[config.mk]
export PLATFORM = sky130hd
export DESIGN_NAME = fifo_read_unpacker
export DESIGN_NICKNAME = d
export VERILOG_FILES = /design/src/rtl/fifo_read_unpacker.sv
export SDC_FILE = /design/constraint.sdc
export NUM_CORES = 1
export LEC_CHECK = 0
export ABC_CLOCK_PERIOD_IN_PS = 2360
export BUFFER_PORTS_ARGS = -buffer_cell sky130_fd_sc_hd__buf_4
export CORE_MARGIN = 4
export CORE_UTILIZATION = 57
export DETAILED_ROUTE_END_ITERATION = 7
export PLACE_DENSITY = 0.79
export SLEW_MARGIN = 20
export SYNTH_ARGS = -nofsm -noshare
export SYNTH_HDL_FRONTEND = slang
export SYNTH_SLANG_ARGS = --single-unit
[constraint.sdc]
create_clock -name clock -period 2.36 [get_ports clock]
set_clock_uncertainty 0.2 [all_clocks]
set_input_delay 0.118 -clock clock [delete_from_list [all_inputs] [get_ports clock]]
set_output_delay 0.118 -clock clock [all_outputs]
set_load 0.01 [all_outputs]
[src/rtl/fifo_read_unpacker.sv]
// Read-side unpacker: FIFO request port to a beat stream; UNPACKER_MSB_FIRST_EN selects MSB-slice-first beat order.
// Latency: request to first beat is 2 cycles. A 2-word buffer throttles requests during downstream stalls.
module fifo_read_unpacker #(
  parameter int IN_WIDTH  = 32,
  parameter int RATIO     = 4,
  parameter int OUT_WIDTH = 8
) (
  input  logic                 clock,
  input  logic                 reset_n,
  input  logic [IN_WIDTH-1:0]  fifo_dout,
  input  logic                 fifo_dout_valid,
  output logic                 fifo_dout_ready,
  output logic [OUT_WIDTH-1:0] dout,
  output logic                 dout_valid,
  input  logic                 dout_ready,
  output logic                 dout_last
);

  localparam int BEAT_W = (RATIO > 1) ? $clog2(RATIO) : 1;
  localparam logic [BEAT_W-1:0] LAST_BEAT = BEAT_W'(RATIO - 1);

  generate
    if ((RATIO < 1) || (IN_WIDTH != RATIO * OUT_WIDTH)) begin : g_width_check
      $error("fifo_read_unpacker: IN_WIDTH must equal RATIO*OUT_WIDTH with RATIO >= 1");
    end
  endgenerate

  logic [IN_WIDTH-1:0] word_buf [2];
  logic                head;
  logic                tail;
  logic [1:0]          occ;
  logic                req_q;
  logic                run;
  logic [BEAT_W-1:0]   beat;

  logic                push;
  logic                pop;
  logic                xfer;
  logic                beat_end;
  logic [2:0]          pending;

  assign dout_valid = (occ != 2'd0);
  assign beat_end   = (beat == LAST_BEAT);
  assign xfer       = dout_valid && dout_ready;
  assign pop        = xfer && beat_end;
  // Responses without an outstanding request are dropped, so occ cannot overflow.
  assign push       = fifo_dout_valid && req_q;
  assign dout_last  = dout_valid && beat_end;

  // Counting the same-cycle pop lets a single buffered word sustain full rate.
  assign pending         = {1'b0, occ} + {2'b00, req_q} - {2'b00, pop};
  assign fifo_dout_ready = run && (pending < 3'd2);

  always_comb begin
    dout = '0;
    for (int k = 0; k < RATIO; k++) begin
      if (beat == BEAT_W'(k)) begin
`ifdef UNPACKER_MSB_FIRST_EN
        dout = word_buf[head][IN_WIDTH-1-k*OUT_WIDTH -: OUT_WIDTH];
`else
        dout = word_buf[head][k*OUT_WIDTH +: OUT_WIDTH];
`endif
      end
    end
  end

  always_ff @(posedge clock or negedge reset_n) begin
    if (!reset_n) begin
      run         <= 1'b0;
      req_q       <= 1'b0;
      occ         <= 2'd0;
      head        <= 1'b0;
      tail        <= 1'b0;
      beat        <= '0;
      word_buf[0] <= '0;
      word_buf[1] <= '0;
    end else begin
      run   <= 1'b1;
      req_q <= fifo_dout_ready;
      occ   <= occ + {1'b0, push} - {1'b0, pop};
      if (push) begin
        word_buf[tail] <= fifo_dout;
        tail           <= ~tail;
      end
      if (pop) begin
        head <= ~head;
      end
      if (xfer) begin
        beat <= beat_end ? '0 : beat + 1'b1;
      end
    end
  end

endmodule
Yosys cells after proc, flatten, opt, wreduce, memory -nomap -nowiden --
Index checks and enable logic that the tools add are counted.
Storage, ports and cells: bits in registers 72, bits in latches 0, memory bits (writable) 0, memory bits (read-only) 0, bits of input ports 36, output and inout bits 11, word-level logic and storage cells 43, memories kept 0
Operators by class: add/subtract/negate cells 5, $mul 0, divide/modulo/power cells 0, $lt $le $gt $ge 4, eq/ne operators 3, shift operators 0, multiplexer cells 11, bitwise gates (word level) 4, reductions and logical operators 8
Operator list (number):
- two-way mux 32 bit | 4
- bitwise mux 64 bit | 1
- demux 32 bit (select 1 bit) | 1
- two-way mux 8 bit | 4
- logical AND 1 bit | 6
- == test 2 bit, second input constant | 2
- greater-or-equal comparator 2 bit, second input constant | 2
- inverter 1 -> 2 bit | 2
- adder 2 x 1 -> 3 bit | 1
- less-than comparator 3 x 2 -> 1 bit, second input constant | 1
- subtractor 3 x 1 -> 3 bit | 1
- adder 2 x 1 -> 2 bit | 1
- adder 2 x 1 -> 2 bit, second input constant | 1
- == test 2 x 1 -> 1 bit, second input constant | 1
- logical NOT 2 bit | 1
- less-than comparator 2 x 1 -> 1 bit, second input constant | 1
- two-way mux 2 bit | 1
- inverter 1 bit | 2
- nonzero test 2 bit | 1
- subtractor 2 x 1 -> 2 bit | 1

Logic depth before layout (Yosys ltp) --
depth after elaboration 8, gate-level depth with buffers 7

Worst setup path before layout --
OpenSTA, ideal clock, no wires.
kind register to register, from register beat[0], to register req_q, setup time 0.139 ns, data arrival time 1.812 ns, required time 2.021 ns, path slack 0.210 ns, stages on the path, launching flop included 8, buffers on the path 0, clock period less this slack 2.150 ns, cell sequence dfrtp_1 > ha_1 > o211ai_1 > and2_2 > o21ai_0 > fa_1 > xnor2_1 > and3_1
Between the ends: word-level cells in the longest chain between the ends 5
Ends and longest elaborated chain:
- from (decl) | RTL line 34 | logic [BEAT_W-1:0] beat;
- from (signal assigned) | RTL line 89 | beat <= beat_end ? '0 : beat + 1'b1;
- == test 2 bit | RTL line 43 | assign beat_end = (beat == LAST_BEAT);
- logical AND 1 bit | RTL line 45 | assign pop = xfer && beat_end;
- subtractor 3 x 1 -> 3 bit | RTL line 51 | assign pending = {1'b0, occ} + {2'b00, req_q} - {2'b00, pop};
- less-than comparator 3 x 2 -> 1 bit | RTL line 52 | assign fifo_dout_ready = run && (pending < 3'd2);
- logical AND 1 bit | RTL line 52
- via fifo_dout_ready | RTL line 12 | output logic fifo_dout_ready,
- to (signal assigned) | RTL line 79 | req_q <= fifo_dout_ready;
- to (decl) | RTL line 32 | logic req_q;
The timed path passes the listed nets, and every way through them passes these cells. A chain may end at the register's enable or synchronous reset.

Final worst setup path --
from register beat[0], to output fifo_dout_ready
Between the ends: word-level cells in the longest chain between the ends 5
Ends and longest elaborated chain (RTL line):
- == test 2 bit | 43
- logical AND 1 bit | 45
- subtractor 3 x 1 -> 3 bit | 51
- less-than comparator 3 x 2 -> 1 bit | 52
- logical AND 1 bit | 52
- to (decl) | 12
No other way between the ends.

==> run summary <==
The flow ran to the end, but the final reports show violations. The checks that failed: negative setup slack. For the number of endpoints with negative hold slack in the final report, the log shows 0. The clock passes through at most 2 buffers. The total area of multi-input combinational cells is 1730 sq um, and the total routing resource utilization after global routing is 21.6%.

The logs give 0 for the number of warning messages in the yosys log and 47 for the count of pins on the block boundary. Slowest stage cell on the critical path: fa_2. The count of buffering cells on the critical path with inverters included was 1; the synthesized area per cell was 15.0 sq um.

TritonCTS built the clock tree. The logs give 3 for the H-tree level count and 234 for the gate count after technology mapping. The first global-routing pass estimated 12.1 mm of wire. The power per cell area was 1380 nW/um^2.

The die covers 7490 sq um. The worst setup path startpoint is beat[0]. The run gives 1800 sq um as the register cell area after layout. The cell accounting for the most synthesized area is dfrtp_1. The floorplan step defined a core boundary enclosing 5960 sq um.

The floorplan has 28 rows. The most used flip-flop cell after synthesis was dfrtp_1. The share of async-settable or async-resettable flops after synthesis was 100%; the number of pins exceeding their max-slew limit in the final report was 0. After detailed routing, the number of remaining DRC violations is 0. For the worst-skew pair, the clock arrives at the later sink with an insertion delay of 0.35 ns.

In this run, the number of DRC markers left after iteration 0 of detailed routing was 89. The final worst slack is -0.0940 ns, and the die boundary width is 86.5 microns. The relative slew slack was 40.5%; the reported max-cap violation count was 0. The run gives 408 MHz as the highest clock rate.

The logs give 2.04 ns for the required time at the worst-slack endpoint and 0.921 mV for the largest voltage drop on the vdd net. The ratio of final minimum period to clock period is 104%, and the synthesized flop and latch total is 72. The largest single stage delay on the critical path is 0.52 ns.

In this run the worst path has a maximum fanout of 3. The class of the most critical setup path is reg2out. The mean routed wirelength per cell is 18.8 microns, and the pin count of the biggest net entering global routing is 73. Share of layout cells above drive strength 1: 56.9%. The cell area that synthesis handed to floorplanning was 3520 sq um. On the critical path the largest part of the delay comes from adder cells. The data arrival at the endpoint of the critical path was 2.14 ns. Across all layers, the routed design uses 2230 vias.

Buffers inserted during clock tree synthesis total 9. The repair_antennas step left the layout with diodes totalling 0. The tools report the critical path endpoint category as an output port. After detailed routing, the number of vias per cell comes to 5.55.

The count of nets after finishing is 365, and the count of flip-flops with a built-in enable after synthesis is 0. The core occupancy in the finished layout was 78.0%; the final global-route overflow total was 0. The filler cells instantiated in the layout total 358. The placer congestion estimate is 0.796, and the total wire length after detailed routing is 7.57 mm. The tools report the worst min-delay path startpoint as dout_ready. Number of search-and-repair iterations in the first detailed-routing pass: 4. The tightest min-delay check is of the in2reg type. Counting instances in the post-synthesis netlist gives the leading cell types as 72 x dfrtp_1, 52 x mux2_2, 29 x mux2_4. When the netlist entered floorplanning its net count stood at 276. In this run the remaining antenna-violating nets after routing total 0. The share of synthesized area occupied by flip-flops and latches is 51.2%, and the clock transition at the register clock pins on the worst setup and hold paths after CTS is 0.07 ns. At the pin with the least slew margin, the transition time is 0.893 ns. Final critical path time including I/O delays and setup: 2.45 ns. For the final routed database, the setup TNS stands at -0.0940 ns. After synthesis, the largest area contributor takes up 51.2% of total cell area. The number of global-route vias before repair was 2368.

The number of failing setup endpoints in the final timing report came out at 1. The critical path goes through ha_2 > o211ai_1 > and2_4 > o21ai_2 > fa_2 > and3_4 > buf_6. Summing all non-filler instances in the final layout gives an area of 4650 sq um.

The analysis attributes to cell leakage a power of 0.00222 uW. Die height: 86.5 microns. Setup repair after global routing could not meet its margin everywhere.

Sorting the synthesized cells by area gives the leading types as dfrtp_1 51%, mux2_2 17%, mux2_4 12%, mux2i_1 4.6%, a221oi_1 4.0%. In this run the cell area measured after placement is 3900 sq um. The clock net in this run drives a total of 72 sinks. The run gives 59.0% as the initial cell density of the core. The count of input and output buffers came out at 46. The count of cell types in the netlist came out at 32.

The root buffer cell chosen for the clock tree is clkbuf_8. The most common cell in the synthesized netlist is dfrtp_1. Detailed placement ended at an HPWL of 4.58 mm. The final hold slack is 0.0357 ns. The worst register-to-register path begins at beat[0].

The element type at the critical path start is a register. The number of antenna violations at the first check in global routing came out at 0. The area growth from synthesis to layout is 32.2%.
-- final cells by class --
cell class | instances | area share, %
multi-input combinational | 144 | 37.1
inverter | 2 | 0.162
tap | 75 | 2.02
clock inverter | 6 | 1.83
timing repair buffer | 94 | 17.4
sequential | 72 | 38.8
clock buffer | 9 | 2.66
-- cells by family after synthesis --
logic type,after synthesis,synth area share (%)
AND/OR/NAND/NOR,14,2.24
other,1,0.107
multiplexers,97,33.6
flip-flops,72,51.2
AO/OA/AOI/OAI,21,4.84
XOR/XNOR,5,1.25
adder cells (fa/ha/maj),6,2.35
buffers and inverters,18,4.38
-- cell usage in the layout, fill, tap and decap left out, drive strengths merged --
master	netlist	layout
buf	14	60
o21ai	2	2
clkbuf	2	9
inv	2	2
nor2b	2	2
and2	2	2
a21o	1	1
nor3	1	1
mux2i	16	16
bufinv	0	2
dlygate4sd3	0	34
mux2	81	81
a221oi	16	16
ha	5	5
fa	1	1
dfrtp	72	72
xor2	1	1
nor2	1	1
and3	1	1
a21oi	1	1
or2	3	3
nand2	3	3
clkinv	0	2
conb	1	1
xnor2	4	4
o211ai	1	1
clkinvlp	0	2
nand3	1	1
-- registers in the layout, indices dropped and copies added (netlist names) --
register	flops
word_buf	64
beat	2
head	1
req_q	1
occ	2
run	1
tail	1
-- worst reg2reg max path: cells and delay by family (launching register included) --
kind	cells	cell delay, ns
adders and majority gates	2	0.71
and+or+nand+nor	2	0.40
DFF	1	0.39
AOI/OAI and AO/OA	2	0.20
-- power breakdown --
part           internal (uW)  switching (uW)
logic                   1790            1390
clock network            585             467
registers               1830             353
-- metal layers --
metal | vias up | GRT usage [%] | wire length [microns] | part of all wire, %
li1 | 1032 | - | - | -
met1 | 1126 | 29.1 | 3390 | 45
met2 | 56 | 33.6 | 3760 | 50
met3 | 16 | 4.75 | 251 | 3.3
met4 | 0 | 10.1 | 166 | 2.2
met5 | - | 0 | 0 | 0
-- path summary, 6_finish.rpt --
path | cells past startpoint | slack, ns | end
max | 7 | -0.09 | fifo_dout_ready
min | 3 | 0.04 | beat[0]
max reg2reg | 6 | 0.41 | req_q
min reg2reg | 2 | 0.30 | tail
max in group asynchronous | 2 | 1.15 | word_buf[28]
min in group asynchronous | 2 | 0.25 | word_buf[39]
-- stage by stage --
step                total power (uW)  std cells  setup WS, ns
floorplan                       3970        234         0.210
global placement                4690        349         0.207
detailed placement              4780        349         0.172
CTS                             6080        400        -0.107
global route                    6810        402        -0.167
finish                          6430        402       -0.0940
-- repair_timing --
item / CTS / global route
pin swaps: 2 / 4
endpoints found under the setup margin: 9 / 9
hold buffers: 34 / 0
setup buffers: 2 / 2
hold endpoints to repair: 138 / 0
gates resized for setup: 13 / 20
Note: power is estimated with default switching activity, not from simulation.
